File: src/rtl/port_rx.sv
// rtl/port_rx.sv - receive end of a switch port: packet check, FIFO, counters, sticky errors
//
// Purpose: captures single-cycle switch packets, drops malformed, misdirected
// or overflowing ones, queues the rest in a DEPTH-entry FIFO and presents the
// head entry downstream on a valid/ready handshake.
//
// Ports:
//   clk, reset            clock; asynchronous active-low reset
//   valid_i, source_i,    incoming packet (one-hot source, target bitmap,
//   target_i, data_i      payload byte)
//   ready_o               FIFO not full (advisory)
//   pkt_valid_o/ready_i   downstream handshake for the head entry
//   pkt_source_o/data_o/  head entry fields (binary source, payload,
//   pkt_mcast_o           multicast marker)
//   rx_count_o, drop_count_o  saturating packet counters
//   err_source_o, err_misdirect_o, err_overflow_o  sticky error flags
//   clr_i                 synchronous clear of counters and flags
module port_rx #(
  parameter int PORT_ID = 0,
  parameter int DEPTH   = 8,
  parameter int CNT_W   = 16
) (
  input  logic             clk,
  input  logic             reset,
  input  logic             valid_i,
  input  logic [3:0]       source_i,
  input  logic [3:0]       target_i,
  input  logic [7:0]       data_i,
  output logic             ready_o,
  output logic             pkt_valid_o,
  input  logic             pkt_ready_i,
  output logic [1:0]       pkt_source_o,
  output logic [7:0]       pkt_data_o,
  output logic             pkt_mcast_o,
  output logic [CNT_W-1:0] rx_count_o,
  output logic [CNT_W-1:0] drop_count_o,
  output logic             err_source_o,
  output logic             err_misdirect_o,
  output logic             err_overflow_o,
  input  logic             clr_i
);

  localparam int AW = $clog2(DEPTH);
  localparam logic [AW:0] PTR_ONE = {{AW{1'b0}}, 1'b1};
  localparam logic [CNT_W-1:0] CNT_ONE = {{(CNT_W-1){1'b0}}, 1'b1};

  // Entry layout: [10:9] encoded source, [8:1] data, [0] multicast.
  logic [10:0]      mem_q [DEPTH];
  logic [AW:0]      wr_ptr_q, wr_ptr_d;
  logic [AW:0]      rd_ptr_q, rd_ptr_d;
  logic [CNT_W-1:0] rx_cnt_q, rx_cnt_d;
  logic [CNT_W-1:0] drop_cnt_q, drop_cnt_d;
  logic             err_src_q, err_src_d;
  logic             err_mis_q, err_mis_d;
  logic             err_ovf_q, err_ovf_d;

  logic        full, empty, pop, push;
  logic        src_ok, tgt_hit, mcast;
  logic [1:0]  src_enc;
  logic [10:0] head;

  assign full  = (wr_ptr_q[AW-1:0] == rd_ptr_q[AW-1:0]) && (wr_ptr_q[AW] != rd_ptr_q[AW]);
  assign empty = (wr_ptr_q == rd_ptr_q);
  assign pop   = !empty && pkt_ready_i;

  // One-hot test: nonzero and clearing the lowest set bit leaves nothing.
  assign src_ok  = (source_i != 4'd0) && ((source_i & (source_i - 4'd1)) == 4'd0);
  assign tgt_hit = target_i[PORT_ID];
  assign mcast   = (target_i & (target_i - 4'd1)) != 4'd0;

  always_comb begin
    src_enc = 2'd0;
    unique case (source_i)
      4'b0010: src_enc = 2'd1;
      4'b0100: src_enc = 2'd2;
      4'b1000: src_enc = 2'd3;
      default: src_enc = 2'd0;
    endcase
  end

  // A pop in the same cycle frees the slot, so a full FIFO still accepts.
  assign push = valid_i && src_ok && tgt_hit && (!full || pop);

  always_comb begin
    wr_ptr_d   = wr_ptr_q;
    rd_ptr_d   = rd_ptr_q;
    rx_cnt_d   = rx_cnt_q;
    drop_cnt_d = drop_cnt_q;
    err_src_d  = err_src_q;
    err_mis_d  = err_mis_q;
    err_ovf_d  = err_ovf_q;

    if (push) wr_ptr_d = wr_ptr_q + PTR_ONE;
    if (pop)  rd_ptr_d = rd_ptr_q + PTR_ONE;

    if (valid_i) begin
      if (!src_ok)       err_src_d = 1'b1;
      else if (!tgt_hit) err_mis_d = 1'b1;
      else if (!push)    err_ovf_d = 1'b1;
      if (push) begin
        if (rx_cnt_q != {CNT_W{1'b1}}) rx_cnt_d = rx_cnt_q + CNT_ONE;
      end else begin
        if (drop_cnt_q != {CNT_W{1'b1}}) drop_cnt_d = drop_cnt_q + CNT_ONE;
      end
    end

    // Clear wins over this cycle's statistics but never touches the FIFO.
    if (clr_i) begin
      rx_cnt_d   = '0;
      drop_cnt_d = '0;
      err_src_d  = 1'b0;
      err_mis_d  = 1'b0;
      err_ovf_d  = 1'b0;
    end
  end

  always_ff @(posedge clk or negedge reset) begin
    if (!reset) begin
      wr_ptr_q   <= '0;
      rd_ptr_q   <= '0;
      rx_cnt_q   <= '0;
      drop_cnt_q <= '0;
      err_src_q  <= 1'b0;
      err_mis_q  <= 1'b0;
      err_ovf_q  <= 1'b0;
    end else begin
      wr_ptr_q   <= wr_ptr_d;
      rd_ptr_q   <= rd_ptr_d;
      rx_cnt_q   <= rx_cnt_d;
      drop_cnt_q <= drop_cnt_d;
      err_src_q  <= err_src_d;
      err_mis_q  <= err_mis_d;
      err_ovf_q  <= err_ovf_d;
    end
  end

  // Storage needs no reset: outputs are gated while the FIFO is empty.
  always_ff @(posedge clk) begin
    if (push) mem_q[wr_ptr_q[AW-1:0]] <= {src_enc, data_i, mcast};
  end

  assign head = mem_q[rd_ptr_q[AW-1:0]];

  assign ready_o         = !full;
  assign pkt_valid_o     = !empty;
  assign pkt_source_o    = empty ? 2'd0 : head[10:9];
  assign pkt_data_o      = empty ? 8'd0 : head[8:1];
  assign pkt_mcast_o     = empty ? 1'b0 : head[0];
  assign rx_count_o      = rx_cnt_q;
  assign drop_count_o    = drop_cnt_q;
  assign err_source_o    = err_src_q;
  assign err_misdirect_o = err_mis_q;
  assign err_overflow_o  = err_ovf_q;

endmodule

File: config.mk
export PLATFORM = sky130hd
export DESIGN_NAME = port_rx
export DESIGN_NICKNAME = d
export VERILOG_FILES = /design/src/rtl/port_rx.sv
export SDC_FILE = /design/constraint.sdc
export NUM_CORES = 1
export LEC_CHECK = 0
export CORE_MARGIN = 2
export CORE_UTILIZATION = 60
export DETAILED_ROUTE_END_ITERATION = 8
export PLACE_DENSITY = 0.82
export RECOVER_POWER = 25
export REMOVE_ABC_BUFFERS = 1
export SLEW_MARGIN = 20
export SYNTH_ARGS = -nofsm -noshare
export SYNTH_HDL_FRONTEND = slang
export SYNTH_SLANG_ARGS = --single-unit
export TNS_END_PERCENT = 10
File: constraint.sdc
create_clock -name clk -period 9.12 [get_ports clk]
set_clock_uncertainty 0.1 [all_clocks]
set_input_delay 2.28 -clock clk [delete_from_list [all_inputs] [get_ports clk]]
set_output_delay 2.28 -clock clk [all_outputs]
set_load 0.05 [all_outputs]
==> results of run 1 <==
-- worst paths after layout --
| path | start | to | slack [ns] | depth (start not counted) |
|---|---|---|---|---|
| worst max-delay path | rd_ptr_q[1] | pkt_data_o[1] | 3.50 | 5 |
| worst min-delay path | err_source_o | err_source_o | 0.40 | 2 |
| worst max register to register | rd_ptr_q[1] | mem_q[6][9] | 5.57 | 7 |
| worst min register to register | err_source_o | err_source_o | 0.40 | 2 |
| max in group asynchronous | reset | wr_ptr_q[2] | 5.04 | 1 |
| min in group asynchronous | reset | drop_count_o[10] | 2.45 | 1 |
-- metal layers --
metal	up-vias	share of wire	track usage
met5	-	0	0
met4	0	0.018	0.0962
met3	17	0.051	0.0598
met2	132	0.53	0.445
met1	1908	0.40	0.308
li1	1796	-	-
-- state kept, by name (all words and copies together), names as in the netlist --
| name | flops |
|---|---|
| drop_count_o | 16 |
| rx_count_o | 16 |
| mem_q | 88 |
| err_source_o | 1 |
| err_misdirect_o | 1 |
| err_overflow_o | 1 |
| rd_ptr_q | 4 |
| wr_ptr_q | 4 |
-- final cells by class --
cell class | instances | area, sq um
clock buffer | 17 | 414
clock inverter | 14 | 188
fill | 588 | 2350
inverter | 6 | 22.5
multi-input combinational | 260 | 2080
sequential | 131 | 3720
tap | 133 | 166
timing repair buffer | 78 | 749
-- power groups by stage --
stage	Combinational, mW	Sequential, mW	Clock, mW
floorplan	0.401	0.750	0
global route	0.663	0.741	0.720
detailed placement	0.626	0.746	0
CTS	0.636	0.737	0.694
global placement	0.611	0.740	0
finish	0.628	0.736	0.687
-- cells in the final DEF, fill, tap and decap left out, types with 7 or more instances in the layout --
master	netlist	layout
edfxtp_1	88	88
clkdlybuf4s50_1	0	62
dfrtp_1	43	43
nor2_1	31	30
nand2_1	25	25
mux4_2	22	22
a21oi_1	19	19
clkbuf_16	0	16
or4_1	15	15
mux2i_1	12	12
nand4_1	12	12
o31ai_1	12	12
nand3_1	10	10
nor4_1	11	10
buf_4	2	10
xnor2_1	7	7
nor3_1	8	7
o21ai_0	7	7
-- logic make-up after synthesis --
family | count (synthesis)
compound gates | 57
xor+xnor | 12
fa+ha+maj | 5
buf+inv | 33
flops | 131
mux | 40
simple gates | 146
-- critical path, delay by kind of cell (launching register included) --
| family | cells | cell delay (ns) |
|---|---|---|
| XOR/XNOR | 1 | 0.21 |
| buffers and inverters | 2 | 0.97 |
| flip-flops | 1 | 1.08 |
| AND/OR/NAND/NOR | 2 | 0.47 |
-- through the flow --
stage | util | instance area (sq um) | std cells | power [mW] | hold slack (ns)
2_1_floorplan | - | 5760 | 397 | 1.15 | 0.362
3_3_place_gp | 0.693 | 6710 | 608 | 1.35 | 0.380
3_5_place_dp | 0.695 | 6730 | 608 | 1.37 | 0.388
4_1_cts | 0.757 | 7340 | 639 | 2.07 | 0.402
5_1_grt | 0.757 | 7330 | 639 | 2.12 | 0.444
6_report | 0.757 | 7330 | 639 | 2.05 | 0.398
-- cells in the mapped netlist, types with 2 or more instances --
cell type,instances
clkbuf_1,11
o21a_1,6
nand2_1,25
buf_6,5
mux2i_1,12
nor2_1,31
dfrtp_1,43
inv_1,6
o21ai_0,7
and2_1,2
nand4b_1,2
o31ai_1,12
buf_1,5
xor2_1,5
nor3b_1,2
or2_2,3
nand4_1,12
nor2b_1,6
edfxtp_1,88
o211ai_1,4
nor3_1,8
nand3_1,10
ha_1,4
mux4_2,22
buf_2,4
buf_4,2
or4_1,15
mux2_2,6
nor4b_1,5
nor4_1,11
xnor2_1,7
o31a_1,4
or3_1,5
and3_1,6
a21oi_1,19
==> flow_summary.json, run 1 <==
{
  "status": "finished with violations",
  "violations": "max-capacitance violations, max-slew violations",
  "antenna_found_initial": 0,
  "relSlewSlack": -0.677,
  "final.setup.tns_ns": 0,
  "path_max_fanout": 26,
  "num_rows": 36,
  "initial_core_util": 0.610,
  "ctsRootBufferMaster": "clkbuf_8",
  "ys_ff_latch": 131,
  "final_layout_size_suffix_gt1_frac": 0.154,
  "period_minus_slack_ns": 5.62,
  "vias": 3853,
  "maxCapViolCount": 1,
  "synth_top_family_by_area": "simple AND/OR/NAND/NOR gates",
  "dr.first_iter.drc_count": 138,
  "io_buffers": 68,
  "cts.sinks": 131,
  "die_h_um": 103,
  "wl_per_cell_um": 19.6,
  "nets": 519,
  "cp_data_required_time_ns": 6.74,
  "clkPwrFrac": 0.335,
  "ys_types": 44,
  "leakagePower_nw": 2.58,
  "synth_seq_area_share": 0.629,
  "cpPeakStageDelay_ns": 1.08,
  "die_area_sq_um": 10700,
  "p_seq_frac": 0.359,
  "ys_warn_count": 0,
  "synthXorXnorAreaFrac": 0.0178,
  "num_antenna_cells": 0,
  "slew_violations": 44,
  "cts.clk_slew.worst_paths_ns": 0.06,
  "end_kind": "primary output",
  "synthArstFlopShare": 0.328,
  "synth_edf_count": 88,
  "p_switching_uw": 690,
  "arrival_ns": 3.24,
  "crit_chain": "xor2_1, nor4b_2, buf_4, nor2_1, clkdlybuf4s50_1",
  "synth.area.top_cells": "edfxtp_1 45%, dfrtp_1 18%, mux4_2 8.4%, mux2i_1 2.0%, nor2_1 2.0%",
  "holdBufCountCts": 0,
  "dp_slack_ns": 3.82,
  "first_pass_iters": 4,
  "gr-usage-all-layers": 0.254,
  "worst_slew_pin_slew_ns": 2.52,
  "fin_crit_sh": 0.616,
  "cts_resized": 0,
  "p_per_area_nw_per_um2": 280,
  "synth_top_area_frac": 0.447,
  "cts.htree.levels": 4,
  "synth.area.mux_share": 0.116,
  "io_pins": 69,
  "core_sq_um": 9680,
  "swShare": 0.336,
  "cts_tree": "built",
  "clkLatencyLatePin_ns": 0.50,
  "rsz0062_at_grt": "false",
  "yosysTopAreaCell": "edfxtp_1",
  "pwr-share-comb": 0.306,
  "cts_setup_buffers": 0,
  "dp_hpwl_mm": 7.85,
  "postRouteAntennaNets": 0,
  "cts_buffers": 17,
  "synthFlopType": "edfxtp_1",
  "cts_buffer_depth": 2,
  "grt_max_degree": 44,
  "slowest_stage": "dfrtp_1",
  "drt-total-wl_mm": 12.6,
  "power.internal_mw": 1.36,
  "syn2layout_area_growth_pct": 24.1,
  "peakVddDrop_uv": 186,
  "path_class": "reg2out",
  "synth-compound-area-share": 0.0633,
  "final_hold_viol_count": 0,
  "worst_slack_ns": 3.50,
  "setup_viol": 0,
  "grt_pass1_vias": 3845,
  "drc": 0,
  "synth-simple-area-share": 0.135,
  "synth_adder_area_share": 0.0102,
  "avgSynthCellArea_sq_um": 13.9,
  "start_kind": "flop",
  "grt_first_pass_wirelength_mm": 19.8,
  "vias_per_cell": 6.03,
  "grt.overflow.total": 0,
  "synthCells": 424,
  "place.gp.congestion": 0.829,
  "syn_area_sq_um": 5910,
  "hold_path_class": "reg2reg",
  "die_x_um": 103,
  "max_freq_mhz": 178
}
(Power assumes the default switching activity.)
==> inputs of run 2 (changes only) <==
CORE_UTILIZATION = 50   (was 60)
PLACE_DENSITY = 0.72   (was 0.82)
clock period = 5.1 ns   (was 9.12 ns; I/O delays follow)
==> run 2 against run 1 <==
Net effect:
- the run still ends with max-capacitance violations, max-slew violations left
- sequential cell count unchanged
- via count is 1.1% higher
- hold slack got worse by 0.0050 ns
- final area is 2.1% higher
- sequential power is 73% higher
- worst setup slack worse by 2.8 ns
- core utilization down 10 points
- critical endpoint is now pkt_data_o[2]
- largest cell class unchanged
==> flow_summary.json, run 2 (synthesized netlist as in run 1, its figures left out) <==
{
  "num_rows": 39,
  "grt.overflow.total": 0,
  "largest_reg_flops": 88,
  "final_hold_viol_count": 0,
  "p_seq_frac": 0.333,
  "fin_hold_ws_ns": 0.393,
  "r2r-start": "rd_ptr_q[0]",
  "path_max_fanout": 14,
  "swShare": 0.315,
  "initial_core_util": 0.516,
  "cts_tree": "built",
  "final.setup.tns_ns": 0,
  "start_kind": "flop",
  "dr.first_iter.drc_count": 238,
  "cpPeakStageDelay_ns": 0.82,
  "grt_pass1_vias": 3911,
  "cp_data_required_time_ns": 3.72,
  "arrival_ns": 2.99,
  "cts_setup_buffers": 0,
  "vias_per_cell": 5.89,
  "regArea_sq_um": 3720,
  "die_area_sq_um": 12700,
  "holdBufCountCts": 0,
  "cts_resized": 0,
  "slowest_stage": "dfrtp_1",
  "cts.htree.levels": 4,
  "maxCapViolCount": 1,
  "io_buffers": 68,
  "syn2layout_area_growth_pct": 26.7,
  "violations": "max-capacitance violations, max-slew violations",
  "max_freq_mhz": 229,
  "final_layout_size_suffix_gt1_frac": 0.172,
  "num_antenna_cells": 0,
  "layout_commonest_cell": "edfxtp_1",
  "rsz0062_at_grt": "false",
  "leakagePower_nw": 2.66,
  "status": "finished with violations",
  "cts.clk_slew.worst_paths_ns": 0.06,
  "clkPwrFrac": 0.370,
  "ctsRootBufferMaster": "clkbuf_16",
  "die_x_um": 113,
  "io_pins": 69,
  "postRouteAntennaNets": 0,
  "grt_first_pass_wirelength_mm": 20.6,
  "path_class": "reg2out",
  "p_switching_mw": 1.20,
  "worst_slew_pin_slew_ns": 1.81,
  "gr-usage-all-layers": 0.213,
  "dp_hpwl_mm": 8.01,
  "min_delay_path_depth": 1,
  "cts_buffer_depth": 2,
  "whs_endpoint": "wr_ptr_q[3]",
  "relSlewSlack": -0.206,
  "clkLatencyLatePin_ns": 0.42,
  "first_pass_iters": 4,
  "hold_path_class": "reg2reg",
  "multi_input_area_sq_um": 2060,
  "cts.sinks": 131,
  "reg2reg_slack_ns": 1.88,
  "cts_buffers": 17,
  "crit_chain": "buf_4, mux4_2, mux2i_1, nor2_1, clkdlybuf4s50_1",
  "p_per_area_nw_per_um2": 510,
  "r2r-end": "drop_count_o[12]",
  "fill_cells": 822,
  "drc": 0,
  "power.internal_mw": 2.62,
  "grt_max_degree": 44,
  "die_h_um": 113,
  "pwr-share-comb": 0.297,
  "final_cell_mix": "88 x edfxtp_1, 62 x clkdlybuf4s50_1, 43 x dfrtp_1",
  "vias": 3895,
  "end_kind": "primary output",
  "nets": 530,
  "setup_viol": 0,
  "peakVddDrop_uv": 545,
  "core_sq_um": 11500,
  "slew_violations": 34,
  "holdCritStartpoint": "wr_ptr_q[3]",
  "wl_per_cell_um": 19.1,
  "period_minus_slack_ns": 4.37,
  "fin_crit_sh": 0.857,
  "drt-total-wl_mm": 12.6,
  "r2r_cells": 5,
  "place.gp.congestion": 0.771,
  "antenna_found_initial": 0
}
run 2: final cells by class:
cell class              count  share of cell area
clock buffers              17              0.0568
clock inverters            15              0.0349
flip-flops and latches    131               0.496
multi-input cells         260               0.274
inverters                   6             0.00301
well taps                 143              0.0239
repair buffers             89               0.111
run 2: worst max-delay path by stage:
stage                     start             to  slack, ns  cells after the start
finish              rd_ptr_q[0]  pkt_data_o[2]       0.73                      5
global route        rd_ptr_q[0]  pkt_data_o[2]       0.52                      5
CTS                 rd_ptr_q[0]  pkt_data_o[2]       0.65                      5
detailed placement  source_i[1]    mem_q[7][7]       1.01                      7
global placement    source_i[1]    mem_q[7][7]       1.03                      7
floorplan           source_i[1]    mem_q[1][0]       0.35                      4
run 2: through the flow:
stage | util | cells | setup slack [ns] | instance area [sq um] | power (mW)
4_1_cts | 0.653 | 660 | 0.647 | 7490 | 3.85
5_1_grt | 0.653 | 661 | 0.523 | 7490 | 3.96
3_3_place_gp | 0.593 | 628 | 1.03 | 6800 | 2.42
6_report | 0.653 | 661 | 0.730 | 7490 | 3.82
3_5_place_dp | 0.593 | 628 | 1.01 | 6800 | 2.44
2_1_floorplan | - | 397 | 0.353 | 5760 | 2.06
run 2: power by group through the flow:
stage / clock (mW) / combinational (mW) / sequential (mW)
final: 1.41 / 1.14 / 1.27
after global routing: 1.48 / 1.21 / 1.28
after CTS: 1.43 / 1.15 / 1.27
after detailed placement: 0 / 1.15 / 1.29
after global placement: 0 / 1.13 / 1.29
after floorplan: 0 / 0.718 / 1.34
run 2: critical path, delay by kind of cell (launching register included):
| family | cells | cell delay (ns) |
|---|---|---|
| buf+inv | 2 | 1.03 |
| simple gates | 1 | 0.05 |
| mux | 2 | 0.68 |
| flops | 1 | 0.82 |
run 2: metal layers:
layer,vias to the layer above,routed length [um],track usage
met3,15,803,0.0755
met5,-,0,0
li1,1814,-,-
met2,111,6280,0.333
met1,1955,5400,0.282
met4,0,155,0.0732
==> inputs of run 3 (changes only) <==
SKIP_LAST_GASP = 1   (was unset)
==> results of run 3 <==
No change in the layout: final DEF, timing and power equal those of run 2.
